--- src/rtl/sad_min_tracker_ex3.sv ---
// EX3-stage SAD running-minimum tracker: keeps the smallest candidate SAD of a motion-search
// frame with its window coordinates, counts candidates and rows, and pulses Done at end of frame.
module sad_min_tracker_ex3 #(
    parameter int unsigned DATA_W = 32,
    parameter int unsigned CNT_W  = 16
) (
    input  logic              Clk,
    input  logic              Reset,
    input  logic              Start,
    input  logic              Stall,
    input  logic              sad_EX3,
    input  logic [DATA_W-1:0] t1_sad_value_EX3,
    input  logic [DATA_W-1:0] s6_x_value_EX3,
    input  logic [DATA_W-1:0] s7_y_value_EX3,
    input  logic [1:0]        check_wcol_out_EX3,
    output logic [DATA_W-1:0] MinSAD,
    output logic [DATA_W-1:0] BestX,
    output logic [DATA_W-1:0] BestY,
    output logic [CNT_W-1:0]  CandCount,
    output logic [CNT_W-1:0]  RowCount,
    output logic              Busy,
    output logic              Done
);

    typedef enum logic [1:0] {StIdle, StScan, StDone} state_e;

    state_e            r_state;
    state_e            w_state_next;
    logic [DATA_W-1:0] r_min;
    logic [DATA_W-1:0] r_best_x;
    logic [DATA_W-1:0] r_best_y;
    logic [CNT_W-1:0]  r_cand;
    logic [CNT_W-1:0]  r_row;

    logic w_init;
    logic w_accept;
    logic w_better;
    logic w_last_col;
    logic w_last_win;

    // Start wins over a same-cycle candidate; code 11 falls through as interior
    assign w_init     = Start & ~Stall;
    assign w_accept   = (r_state == StScan) & sad_EX3 & ~Stall & ~Start;
    assign w_better   = t1_sad_value_EX3 < r_min;
    assign w_last_col = check_wcol_out_EX3 == 2'b01;
    assign w_last_win = check_wcol_out_EX3 == 2'b10;

    always_ff @(posedge Clk or posedge Reset) begin
        if (Reset) begin
            r_state <= StIdle;
        end else begin
            r_state <= w_state_next;
        end
    end

    always_comb begin
        w_state_next = r_state;
        unique case (r_state)
            StIdle: begin
                if (w_init) w_state_next = StScan;
            end
            StScan: begin
                if (w_accept && w_last_win) w_state_next = StDone;
            end
            // Done never lingers, even under Stall
            StDone: begin
                w_state_next = w_init ? StScan : StIdle;
            end
            default: w_state_next = StIdle;
        endcase
    end

    always_comb begin
        Busy = 1'b0;
        Done = 1'b0;
        unique case (r_state)
            StScan:  Busy = 1'b1;
            StDone:  Done = 1'b1;
            default: ;
        endcase
    end

    always_ff @(posedge Clk or posedge Reset) begin
        if (Reset) begin
            r_min    <= '1;
            r_best_x <= '0;
            r_best_y <= '0;
            r_cand   <= '0;
            r_row    <= '0;
        end else if (w_init) begin
            r_min    <= '1;
            r_best_x <= '0;
            r_best_y <= '0;
            r_cand   <= '0;
            r_row    <= '0;
        end else if (w_accept) begin
            if (r_cand != {CNT_W{1'b1}}) r_cand <= r_cand + CNT_W'(1);
            if (w_better) begin
                r_min    <= t1_sad_value_EX3;
                r_best_x <= s6_x_value_EX3;
                r_best_y <= s7_y_value_EX3;
            end
            if ((w_last_col || w_last_win) && (r_row != {CNT_W{1'b1}})) begin
                r_row <= r_row + CNT_W'(1);
            end
        end
    end

    assign MinSAD    = r_min;
    assign BestX     = r_best_x;
    assign BestY     = r_best_y;
    assign CandCount = r_cand;
    assign RowCount  = r_row;

endmodule

--- config.mk ---
export PLATFORM = sky130hd
export DESIGN_NAME = sad_min_tracker_ex3
export DESIGN_NICKNAME = d
export VERILOG_FILES = /design/src/rtl/sad_min_tracker_ex3.sv
export SDC_FILE = /design/constraint.sdc
export NUM_CORES = 1
export LEC_CHECK = 0
export BUFFER_PORTS_ARGS = -buffer_cell sky130_fd_sc_hd__buf_2
export CELL_PAD_IN_SITES_DETAIL_PLACEMENT = 1
export CELL_PAD_IN_SITES_GLOBAL_PLACEMENT = 1
export CORE_ASPECT_RATIO = 1.25
export CORE_MARGIN = 8
export CORE_UTILIZATION = 36
export CTS_BUF_LIST = sky130_fd_sc_hd__clkbuf_8
export DETAILED_ROUTE_END_ITERATION = 10
export PLACE_DENSITY_LB_ADDON = 0.3
export SETUP_SLACK_MARGIN = 0.5
export SLEW_MARGIN = 20
export SYNTH_ARGS = -nofsm -noshare
export SYNTH_HDL_FRONTEND = slang
export SYNTH_SLANG_ARGS = --single-unit
export TNS_END_PERCENT = 100
--- constraint.sdc ---
create_clock -name Clk -period 5.5 [get_ports Clk]
set_clock_uncertainty 0.05 [all_clocks]
set_input_delay 0.825 -clock Clk [delete_from_list [all_inputs] [get_ports Clk]]
set_output_delay 0.825 -clock Clk [all_outputs]
set_load 0.1 [all_outputs]
=== Yosys cells after proc, flatten, opt, wreduce, memory -nomap -nowiden ===
Cells that the tools add are included.
Widths: inputs -> output; s select.

* Register bits: 130
* Input port bits: 103
* Output and inout port bits: 130

* $add $sub $neg: 2
* Magnitude comparators: 1
* Eq/ne operators: 8
* Multiplexer cells: 21
* Bitwise logic cells: 6
* Reduce and logical (&&, ||, !) cells: 12

{| class="wikitable"
|+ Operators by type and width
! kind !! number
|-
| $mux 32 || 9
|-
| $mux 16 || 6
|-
| $add 16x1->16 const B || 2
|-
| $lt 32x32->1 || 1
|-
| $ne 16x16->1 const B || 2
|-
| $reduce_and 2->1 || 4
|-
| $reduce_bool 2->1 || 4
|-
| $pmux 2 s3 || 1
|-
| $and 1x1->1 || 4
|-
| $eq 2x1->1 const B || 2
|-
| $eq 2x2->1 const B || 2
|-
| $mux 2 || 2
|-
| $mux 1 || 3
|-
| $logic_and 1x1->1 || 2
|-
| $logic_not 2->1 || 1
|-
| $ne 2x1->1 const B || 1
|-
| $ne 2x2->1 const B || 1
|-
| $not 1->1 || 2
|-
| $logic_or 1x1->1 || 1
|}

=== Logic depth before layout (Yosys ltp) ===
* Depth in word-level cells: 7
* Mapped depth: 11

=== Worst setup path before layout ===
No wires, ideal clock.

* Path type: register to register
* Start: reg r_min[31] (netlist: MinSAD[31])
* End: reg r_min[10] (netlist: MinSAD[10])
* Setup time: 82 ps
* Arrival: 3,198 ps
* Required time: 5,368 ps
* Slack: 2,170 ps
* Cell stages (with the launch flop): 11
* Path buffers: 2
* Path through: dfstp_2 -> inv_1 -> ha_1 -> nand4_1 -> or3_1 -> or3_1 -> or3_1 -> and3_1 -> buf_6 -> buf_6 -> mux2_4

* Longest elaborated chain between the ends: 3

{| class="wikitable"
|+ RTL lines
! element !! line !! text
|-
| from (decl) || 29 || <nowiki>logic [DATA_W-1:0] r_min;</nowiki>
|-
| from (signal assigned) || 99 || <nowiki>r_min <= t1_sad_value_EX3;</nowiki>
|-
| $lt 32x32->1 || 44 || <nowiki>assign w_better = t1_sad_value_EX3 < r_min;</nowiki>
|-
| $reduce_bool 2->1 (no line) || - ||
|-
| $reduce_and 2->1 (no line) || - ||
|}

No other way between the ends.
A chain may end at the register's enable or synchronous reset.

=== Worst setup path after layout ===
* Start: reg r_min[31] (netlist: MinSAD[31])
* End: reg r_best_y[21] (netlist: BestY[21])

* Longest elaborated chain between the ends: 3

{| class="wikitable"
|+ RTL lines
! element !! line !! text
|-
| $lt 32x32->1 || 44 ||
|-
| $reduce_bool 2->1 (no line) || - ||
|-
| $reduce_and 2->1 (no line) || - ||
|-
| to (signal assigned) || 101 || <nowiki>r_best_y <= s7_y_value_EX3;</nowiki>
|-
| to (decl) || 31 || <nowiki>logic [DATA_W-1:0] r_best_y;</nowiki>
|}

No other way between the ends.

==> results.json <==
{
  "status": "completed",
  "critPathMaxFanout": 35,
  "drt_iter0_drc": 220,
  "via_count": 5846,
  "ys.flop_type": "dfrtp_1",
  "diodes": 0,
  "yosysMostFrequentCell": "nand2_1",
  "setup.worst_path.start_class": "register",
  "relSlewSlack_pct": 45.27,
  "grt_pass1_vias": 6537,
  "first_pass_iters": 4,
  "grt_max_degree": 78,
  "maxCapViolations": 0,
  "hold_path.class": "in2async",
  "critPathArrivalTime_ns": 3.80,
  "overflow": 0,
  "rows": 55,
  "yosys_warnings": 0,
  "syn_avg_cell_area_um2": 9.578,
  "max-vdd-ir-drop_mv": 0.2181,
  "synth_top_cell_by_area": "dfrtp_1",
  "setup_slack_ns": 1.962,
  "async_reset_ff_share_pct": 100.0,
  "grtUsageTotal_pct": 18.37,
  "crit_required_ns": 5.76,
  "p_seq_share_pct": 32.2,
  "max_freq_ghz": 0.2826,
  "endpoint_kind": "register",
  "syn-instance-count": 695,
  "via_per_inst": 5.057,
  "cts_hold_buf": 0,
  "areaGrowthSynthToFinish_pct": 26.99,
  "syn_area_um2": 6656,
  "postCtsSetupBuffers": 0,
  "place_area_um2": 7986,
  "hold_violations": 0,
  "antenna_left": 0,
  "tightestPinTransition_ns": 0.8210,
  "grt_pass1_wl_um": 34070,
  "power.share.switching_pct": 49.12,
  "die_w_um": 137.6,
  "rsz0062_at_grt": "no",
  "wl_per_cell_um": 17.96,
  "core_area_um2": 18100,
  "ctsHtreeMaxLevel": 4,
  "combPwrFrac_pct": 43.8,
  "cts_tree": "built",
  "cts_buffers": 17,
  "maxSlewViolCount": 0,
  "clkPwrFrac_pct": 24.0,
  "worstSkewPairLatency_ns": 0.43,
  "period_needed_ns": 3.538,
  "synthTopCellsByCount": "184 x nand2_1, 98 x dfrtp_1, 64 x o22ai_1",
  "fillers": 2161,
  "drcViolationCount": 0,
  "ys_seq_area_share_pct": 49.47,
  "critical_path_class": "reg2reg",
  "hold_ws_ns": 0.4033,
  "setup_viol": 0,
  "intPower_mw": 1.929,
  "dieHeight_um": 168.0,
  "drive_above_1_share_pct": 36.96,
  "pre_cts_ws_ns": 1.485,
  "synth_nets": 832,
  "io_pins": 233,
  "gp_congestion": 0.7598,
  "synth_seq_cells": 130,
  "fin_crit_sh_pct": 64.33,
  "io_buffers": 232,
  "cts_sinks": 130,
  "ctsRootBufferMaster": "clkbuf_8",
  "post_cts.resized_instances": 0,
  "post-dp-hpwl_um": 15200,
  "final_cell_area_um2": 8453,
  "synth_top_area_share_pct": 36.84,
  "switchingPower_mw": 1.862,
  "power_density_nw_per_um2": 448.5,
  "wl_um": 20770,
  "synth_edf_count": 0,
  "ys_top_cells_by_area": "dfrtp_1 37%, dfstp_2 13%, nand2_1 10%",
  "nets": 1052,
  "antenna_found_initial": 3,
  "path_clk_slew_ns": 0.09,
  "setup_tns_ns": 0,
  "start_util_pct": 36.78,
  "fin_cells": 1156,
  "p_leak_nw": 4.621,
  "yosysUniqueCellTypes": 38,
  "post-place-cells": 1123,
  "dieArea_um2": 23120,
  "ctsLongestPathBuffers": 2
}
[worst max-delay path: stages, from the launching register on]
cell     delay (ns)
dfstp_2        0.55
inv_1          0.06
ha_1           0.30
nand4_1        0.12
or3_1          0.45
or3_1          0.40
or3_1          0.35
nand2_2        0.53
buf_4          0.43
o22ai_1        0.16
[cells by family after synthesis]
group,Yosys count,synth area share (%)
buffers and inverters,79,5.131
and+or+nand+nor,291,18.89
DFF,130,49.47
xor gates and xnor gates,21,2.763
muxes,34,7.444
adders and majority gates,34,6.391
AOI/OAI and AO/OA,106,9.906
[state kept, by name, summed over array words and instances, names as in the netlist]
signal     cells
MinSAD        32
r_state        2
CandCount     16
BestY         32
BestX         32
RowCount      16
[through the flow]
stage	util, %	power [mW]
global route	46.71	3.970
CTS	46.55	3.839
global placement	44.13	2.886
detailed placement	44.13	2.911
floorplan	-	2.599
finish	46.71	3.791
[worst paths after layout]
path,startpoint,end,slack [ns],cells after the start
setup / recovery,MinSAD[31],BestY[21],1.96,9
hold / removal,Reset,CandCount[5],0.40,2
setup reg to reg,MinSAD[31],BestY[21],1.96,9
hold reg to reg,BestY[10],BestY[10],0.49,2
max in group asynchronous,Reset,RowCount[11],3.88,3
min in group Clk,BestY[10],BestY[10],0.49,2
[cells in the final DEF, fill, tap and decap left out, types with 17 or more instances in the layout]
cell type | netlist | routed
dfstp_2 | 32 | 32
nand3_1 | 17 | 17
nor2_1 | 35 | 34
inv_1 | 40 | 40
mux2_4 | 31 | 31
dfrtp_1 | 98 | 98
ha_1 | 34 | 34
buf_2 | 6 | 232
o22ai_1 | 64 | 64
clkbuf_8 | 0 | 17
nand2_1 | 184 | 183
[power by group through the flow]
stage          sequential (mW)  clock, mW  combinational [mW]
2_1_floorplan             2.22          0               0.380
5_1_grt                   1.24      0.979                1.75
3_3_place_gp              1.23          0                1.65
3_5_place_dp              1.23          0                1.68
4_1_cts                   1.22      0.941                1.68
6_report                  1.22      0.911                1.66
[final cells by class]
class	count	area, um2	share of cell area [%]
Timing Repair Buffer	240	1241	14.68
Tap cell	228	285.3	3.375
Clock buffer	17	234.0	2.768
Multi-Input combinational cell	486	3042	35.98
Inverter	40	152.6	1.806
Sequential cell	130	3293	38.96
Clock inverter	15	205.2	2.427
[per-layer routing]
metal | part of all wire [%] | global-route usage, % | up-vias
met5 | 0.17 | 0 | -
li1 | - | - | 2804
met2 | 49 | 30.70 | 164
met1 | 41 | 21.37 | 2853
met4 | 0.89 | 4.261 | 6
met3 | 8.5 | 7.415 | 19
(Power assumes the default switching activity.)
